<file path="config.mk">
export PLATFORM = sky130hd
export DESIGN_NAME = if_prefetch_buf
export DESIGN_NICKNAME = d
export VERILOG_FILES = /design/src/rtl/if_prefetch_buf_pkg.sv /design/src/rtl/if_prefetch_buf_queue_ram.sv /design/src/rtl/if_prefetch_buf.sv
export SDC_FILE = /design/constraint.sdc
export NUM_CORES = 1
export LEC_CHECK = 0
export BUFFER_PORTS_ARGS = -buffer_cell sky130_fd_sc_hd__buf_2
export CORE_UTILIZATION = 55
export CTS_CLUSTER_DIAMETER = 30
export DETAILED_ROUTE_END_ITERATION = 16
export PLACE_DENSITY = 0.73
export SYNTH_ARGS = -nofsm -noshare
export SYNTH_HDL_FRONTEND = slang
export SYNTH_SLANG_ARGS = --single-unit
</file>
<file path="constraint.sdc">
create_clock -name clk -period 5.6 [get_ports clk]
set_clock_uncertainty 0.05 [all_clocks]
set_input_delay 1.12 -clock clk [delete_from_list [all_inputs] [get_ports clk]]
set_output_delay 1.12 -clock clk [all_outputs]
set_load 0.02 [all_outputs]
</file>
<file path="src/rtl/if_prefetch_buf_pkg.sv">
// Shared definitions for the instruction-fetch prefetch queue.
//   XLEN_DEF     default data/address width
//   NOP_INSN     canonical RV32 nop (addi x0,x0,0)
//   IF_RESET_PC  default fetch address after reset
//   FLD_*        field slot indices of a queue entry {pc, pc4, ir}, in units of XLEN
package if_prefetch_buf_pkg;

  localparam int unsigned XLEN_DEF    = 32;
  localparam logic [31:0] NOP_INSN    = 32'h0000_0013;
  localparam logic [31:0] IF_RESET_PC = 32'h0000_0000;

  localparam int unsigned FLD_IR     = 0;
  localparam int unsigned FLD_PC4    = 1;
  localparam int unsigned FLD_PC     = 2;
  localparam int unsigned NUM_FIELDS = 3;

endpackage

</file>
<file path="src/rtl/if_prefetch_buf_queue_ram.sv">
// Storage array for the prefetch queue.
//   clk    clock
//   we     write enable; wdata is stored at waddr on the rising edge
//   waddr  write address
//   wdata  write data
//   raddr  read address
//   rdata  combinational read data
// The array has no reset; contents are only meaningful where the
// controller has written them.
module if_queue_ram
  import if_prefetch_buf_pkg::*;
#(
  parameter int unsigned WIDTH = NUM_FIELDS * XLEN_DEF,
  parameter int unsigned DEPTH = 4
) (
  input  logic                     clk,
  input  logic                     we,
  input  logic [$clog2(DEPTH)-1:0] waddr,
  input  logic [WIDTH-1:0]         wdata,
  input  logic [$clog2(DEPTH)-1:0] raddr,
  output logic [WIDTH-1:0]         rdata
);

  logic [WIDTH-1:0] mem [DEPTH];

  always_ff @(posedge clk) begin
    if (we) begin
      mem[waddr] <= wdata;
    end
  end

  assign rdata = mem[raddr];

endmodule

</file>
<file path="src/rtl/if_prefetch_buf.sv">
// Instruction-fetch queue between instruction memory and the IF/ID registers.
// Issues sequential fetch addresses on iad, accepts a word whenever acki_n is
// low and buffers up to DEPTH {pc, pc4, ir} entries so fetch keeps running
// while decode stalls. A redirect from EX flushes the queue and restarts
// fetch at redirect_pc.
//   clk          clock
//   rst_n        synchronous active-low reset
//   iad          fetch address to instruction memory
//   idt          instruction word from memory
//   acki_n       0: idt is valid for iad this cycle
//   redirect     taken jump/branch from EX
//   redirect_pc  jump target
//   deq_ready    decode consumes the head entry this cycle
//   out_valid    head entry valid
//   out_pc       pc of head entry (0 when empty)
//   out_pc4      pc+4 of head entry (0 when empty)
//   out_ir       instruction of head entry (0 when empty)
//   count        number of occupied entries
module if_prefetch_buf
  import if_prefetch_buf_pkg::*;
#(
  parameter int unsigned     XLEN     = XLEN_DEF,
  parameter int unsigned     DEPTH    = 4,
  parameter logic [XLEN-1:0] RESET_PC = XLEN'(IF_RESET_PC)
) (
  input  logic                       clk,
  input  logic                       rst_n,
  output logic [XLEN-1:0]            iad,
  input  logic [XLEN-1:0]            idt,
  input  logic                       acki_n,
  input  logic                       redirect,
  input  logic [XLEN-1:0]            redirect_pc,
  input  logic                       deq_ready,
  output logic                       out_valid,
  output logic [XLEN-1:0]            out_pc,
  output logic [XLEN-1:0]            out_pc4,
  output logic [XLEN-1:0]            out_ir,
  output logic [$clog2(DEPTH+1)-1:0] count
);

  localparam int unsigned AW = $clog2(DEPTH);
  localparam int unsigned CW = $clog2(DEPTH + 1);
  localparam int unsigned EW = NUM_FIELDS * XLEN;

  logic [XLEN-1:0] fpc;
  logic [AW-1:0]   wr_ptr;
  logic [AW-1:0]   rd_ptr;
  logic            enq;
  logic            deq;
  logic [EW-1:0]   wdata;
  logic [EW-1:0]   rdata;

  assign iad       = fpc;
  assign out_valid = (count != '0);
  assign deq       = deq_ready & out_valid;
  // A full queue still accepts a word when the head leaves in the same cycle.
  assign enq       = ~acki_n & ~redirect & ((count < CW'(DEPTH)) | deq);

  always_comb begin
    wdata                         = '0;
    wdata[FLD_PC  * XLEN +: XLEN] = fpc;
    wdata[FLD_PC4 * XLEN +: XLEN] = fpc + XLEN'(4);
    wdata[FLD_IR  * XLEN +: XLEN] = idt;
  end

  if_queue_ram #(
    .WIDTH (EW),
    .DEPTH (DEPTH)
  ) u_ram (
    .clk   (clk),
    .we    (enq),
    .waddr (wr_ptr),
    .wdata (wdata),
    .raddr (rd_ptr),
    .rdata (rdata)
  );

  always_ff @(posedge clk) begin
    if (!rst_n) begin
      fpc    <= RESET_PC;
      wr_ptr <= '0;
      rd_ptr <= '0;
      count  <= '0;
    end else if (redirect) begin
      // Flush wins over any enqueue/dequeue in the same cycle.
      fpc    <= redirect_pc;
      wr_ptr <= '0;
      rd_ptr <= '0;
      count  <= '0;
    end else begin
      if (enq) begin
        wr_ptr <= wr_ptr + AW'(1);
        fpc    <= fpc + XLEN'(4);
      end
      if (deq) begin
        rd_ptr <= rd_ptr + AW'(1);
      end
      if (enq && !deq) begin
        count <= count + CW'(1);
      end else if (deq && !enq) begin
        count <= count - CW'(1);
      end
    end
  end

  // Empty queue presents zeros rather than stale storage.
  assign out_pc  = out_valid ? rdata[FLD_PC  * XLEN +: XLEN] : '0;
  assign out_pc4 = out_valid ? rdata[FLD_PC4 * XLEN +: XLEN] : '0;
  assign out_ir  = out_valid ? rdata[FLD_IR  * XLEN +: XLEN] : '0;

endmodule

</file>
==> metrics list <==
* Seq cells post-synth: 417
* Leakage: about 7.4 nW
- The clock drives between 400 and 500 sinks.
- Cell type contributing the most total cell area after synthesis: edfxtp_1
- The die is 178 µm wide.
- The total area inside the core boundary comes to slightly above 30000 µm².
* Floorplan die area: 31800 µm²
* Net switching fraction of the power: a little under a quarter
- After synthesis, the share of flip-flops with an asynchronous set or reset is 0%.
- In the layout the commonest cells are 376 x edfxtp_1, 200 x buf_2, 95 x and2_1.
- Total of warnings raised by yosys: 0
- The H-tree was split into 3 levels.
- Maximum vdd drop: between 200 and 300 µV
- Y dimension of the die: 178 µm
- Net Count, Synth: ~1100
- FMAX: 0.249 GHz
* Via density: approximately 6
- # rows: 64
- DR pass1 iterations: 5
- Ratio of cells with drive above 1 in the final layout: a little over a third
- Net count reported at finish: 1248
- By area the synthesized netlist is led by edfxtp_1 66%, mux4_2 12%, dfxtp_1 4.8%.
- Initial Utilization: between 50 and 60%
- The worst setup path is captured at a primary output.
- At the placement stage, the worst setup path has a slack of around 1900 ps.
- Worst rel slew slack: between 40 and 50%
- Clock latency on the worst-skew pair, taken at its later pin, is between 500 and 600 ps.
- The worst setup path is launched from a flip-flop.
* Time the final worst path needs with I/O delays and setup: approximately 4000 ps
- Capture instance of the worst register-to-register path: count[2]
- 201 I/O pins were placed.
* Final cell utilization of the core: 68.3%
- Pwr/cell area: approximately 420 nW/µm²
* Flop2flop setup slack: roughly 2500 ps
* Max-cap violation count: 0
- Sequential-to-total area share from yosys stat: a little over two thirds
- The internal portion of the total power is about 6.7 mW.
- The number of different library cells used by synthesis comes to 49.
- The path class of the tightest hold or removal check is reg2reg.
- Clock tree synthesis inserted a total of a little under 80 buffers.
- The number of cells on the worst reg-to-reg path is 9.
- Setup slack of the critical path after layout: ~1600 ps
* Detailed router's first-iteration violation count: 808
* Status: finished clean
- Counting every instance in the synthesized netlist gives between 900 and 1000.
* Smallest hold slack: between 400 and 500 ps
* Net switching power: between 2 and 2.5 mW
- At the pin with the least slew margin, the transition time is 856 ps.
* Maximum count of clock buffers along a single path: 3
- TritonCTS built the clock tree.
- The critical path is of the reg2out type.
- Data arrival, critical path: 2840 ps
* Worst-path fanout max: 29
* Final hold viol count: 0
* Worst EP required: between 4000 and 5000 ps
- Number of synthesized flops with an enable pin: 376
* Pin count of the biggest net entering global routing: 68
- The worst register-to-register path begins at count[2].
* Count of final max-slew check failures: 0
- Main synth FF type: edfxtp_1
- Number of antenna violations at the first check in global routing: 1
* Total track usage: between 20% and 30%
- Setup repair after global routing missed its margin: false
* Clock slew at the register clock pins of the worst setup and hold paths: 50 ps
- Combinational fraction of design power: under 10%
- Origin of the worst min-delay path: wr_ptr[1]
* Post-detailed-placement half-perimeter wirelength: roughly 21 mm
* Cell Count Post-Placement: 1489
* Period Utilization, post-route: between 70% and 80%
* Root buffer selected by CTS: clkbuf_16
- Post-CTS Hold Fix Bufs: 0
- Portion of synthesized cell area occupied by the leading cell type: 66.0%
- The worst hold path terminates at wr_ptr[1].
* Number of buffers inserted by post-CTS setup repair: 0
- Number of nets with antenna violations after detailed routing: 0
- Along the worst hold path, the cell count comes to 2.
- Final count of negative-setup-slack endpoints: 0
- After detailed placement, the total cell area comes to 18300 µm².
- After detailed routing, the average wire length per cell comes to 22.5 µm.
- Most frequent standard cell in the layout excluding fill and tap cells: edfxtp_1
* Aggregate negative setup slack: 0 ps
- DRC viols: 0
- Compared with the post-synthesis result, the final layout area differs by 22.2%.
- After routing the design area is between 20000 and 25000 µm².
- Summing every instance area after synthesis gives 17100 µm².
- Count of placed standard cells in the final layout, fillers left out: 1634
* Via count of the first global-routing pass: approximately 9600
- The first global-routing pass estimated roughly 55 mm of wire.
- The final layout contains routed wiring with a total length of between 30 and 40 mm.
- The average instance in the mapped netlist occupies roughly 18 µm².
- Overflow after GRT: 0
* Part of the power in registers: between 40% and 50%
* Global placement routability congestion: 0.786
* Tot Pwr: 8.69 mW
- Vias after detailed routing: between 9000 and 10000
- In this run, post-CTS repair resized a total of 0 instances.
- Proportion of power drawn by the clock network: ~53%
* Buffers added on ports: 200
[cell usage after synthesis (12+ instances only)]
cell	count
o21ai_0	25
xnor2_1	16
nand2_1	22
nor3_1	16
or4_1	14
and2_1	95
nor2_1	23
dfxtp_1	41
o31ai_1	13
edfxtp_1	376
buf_2	12
clkbuf_1	40
buf_4	35
mux4_2	94
nand4_1	13
xor2_1	22
a31oi_1	18
nand3_1	12
[metal layers]
| metal | vias to the layer above | GRT usage (%) | part of all wire, % |
|---|---|---|---|
| li1 | 4244 | - | - |
| met2 | 431 | 36.4 | 47 |
| met1 | 4872 | 33.1 | 43 |
| met4 | 0 | 8.26 | 2.2 |
| met3 | 60 | 5.29 | 7.9 |
| met5 | - | 0 | 0 |
[power by group through the flow]
stage | combinational [mW] | sequential, mW | clock [mW]
after floorplan | 0.383 | 3.59 | 0
after global placement | 0.546 | 3.61 | 0
after detailed placement | 0.551 | 3.61 | 0
after CTS | 0.556 | 3.56 | 4.64
after global routing | 0.593 | 3.56 | 4.80
final | 0.549 | 3.56 | 4.59
[final cells by class]
cell class                      instances  area, µm²
Sequential cell                       417      12100
Inverter                               10       37.5
Antenna cell                            1       2.50
Timing Repair Buffer                  211       1150
Fill cell                            2020       9690
Clock buffer                           88       2030
Tap cell                              396        495
Multi-Input combinational cell        455       4470
Clock inverter                         56        598
[registers in the layout (all words and copies together) (netlist names), named ones only]
signal	flops
rd_ptr	2
iad	32
wr_ptr	2
u_ram.mem	376
count	3
[worst max-delay path: stages, from the launching register on]
cell,delay (ps)
dfxtp_4,770
buf_4,550
mux4_2,580
and2_1,190
buf_2,160
[cell families (layout without fill, tap and decap cells)]
| kind of cell | after synthesis | count (layout) | share of synthesized area (%) |
|---|---|---|---|
| multiplexers | 97 | 97 | 12.6 |
| other | 0 | 1 | 0 |
| flip-flops | 417 | 417 | 70.8 |
| adder cells (fa/ha/maj) | 7 | 7 | 0.556 |
| buffers and inverters | 104 | 365 | 3.18 |
| XOR/XNOR | 38 | 38 | 1.95 |
| AND/OR/NAND/NOR | 235 | 235 | 8.04 |
| AO/OA/AOI/OAI | 78 | 78 | 2.93 |
[worst max path at each step]
stage                   start                to  depth (start not counted)
finish              flip-flop        out_pc[23]                          4
CTS                 flip-flop        out_pc[23]                          4
floorplan           deq_ready   u_ram.mem[0][0]                          5
detailed placement   redirect  u_ram.mem[1][88]                          4
global route        flip-flop        out_pc[23]                          4
global placement     redirect  u_ram.mem[2][23]                          4
Note: power is estimated with default switching activity, not from simulation.
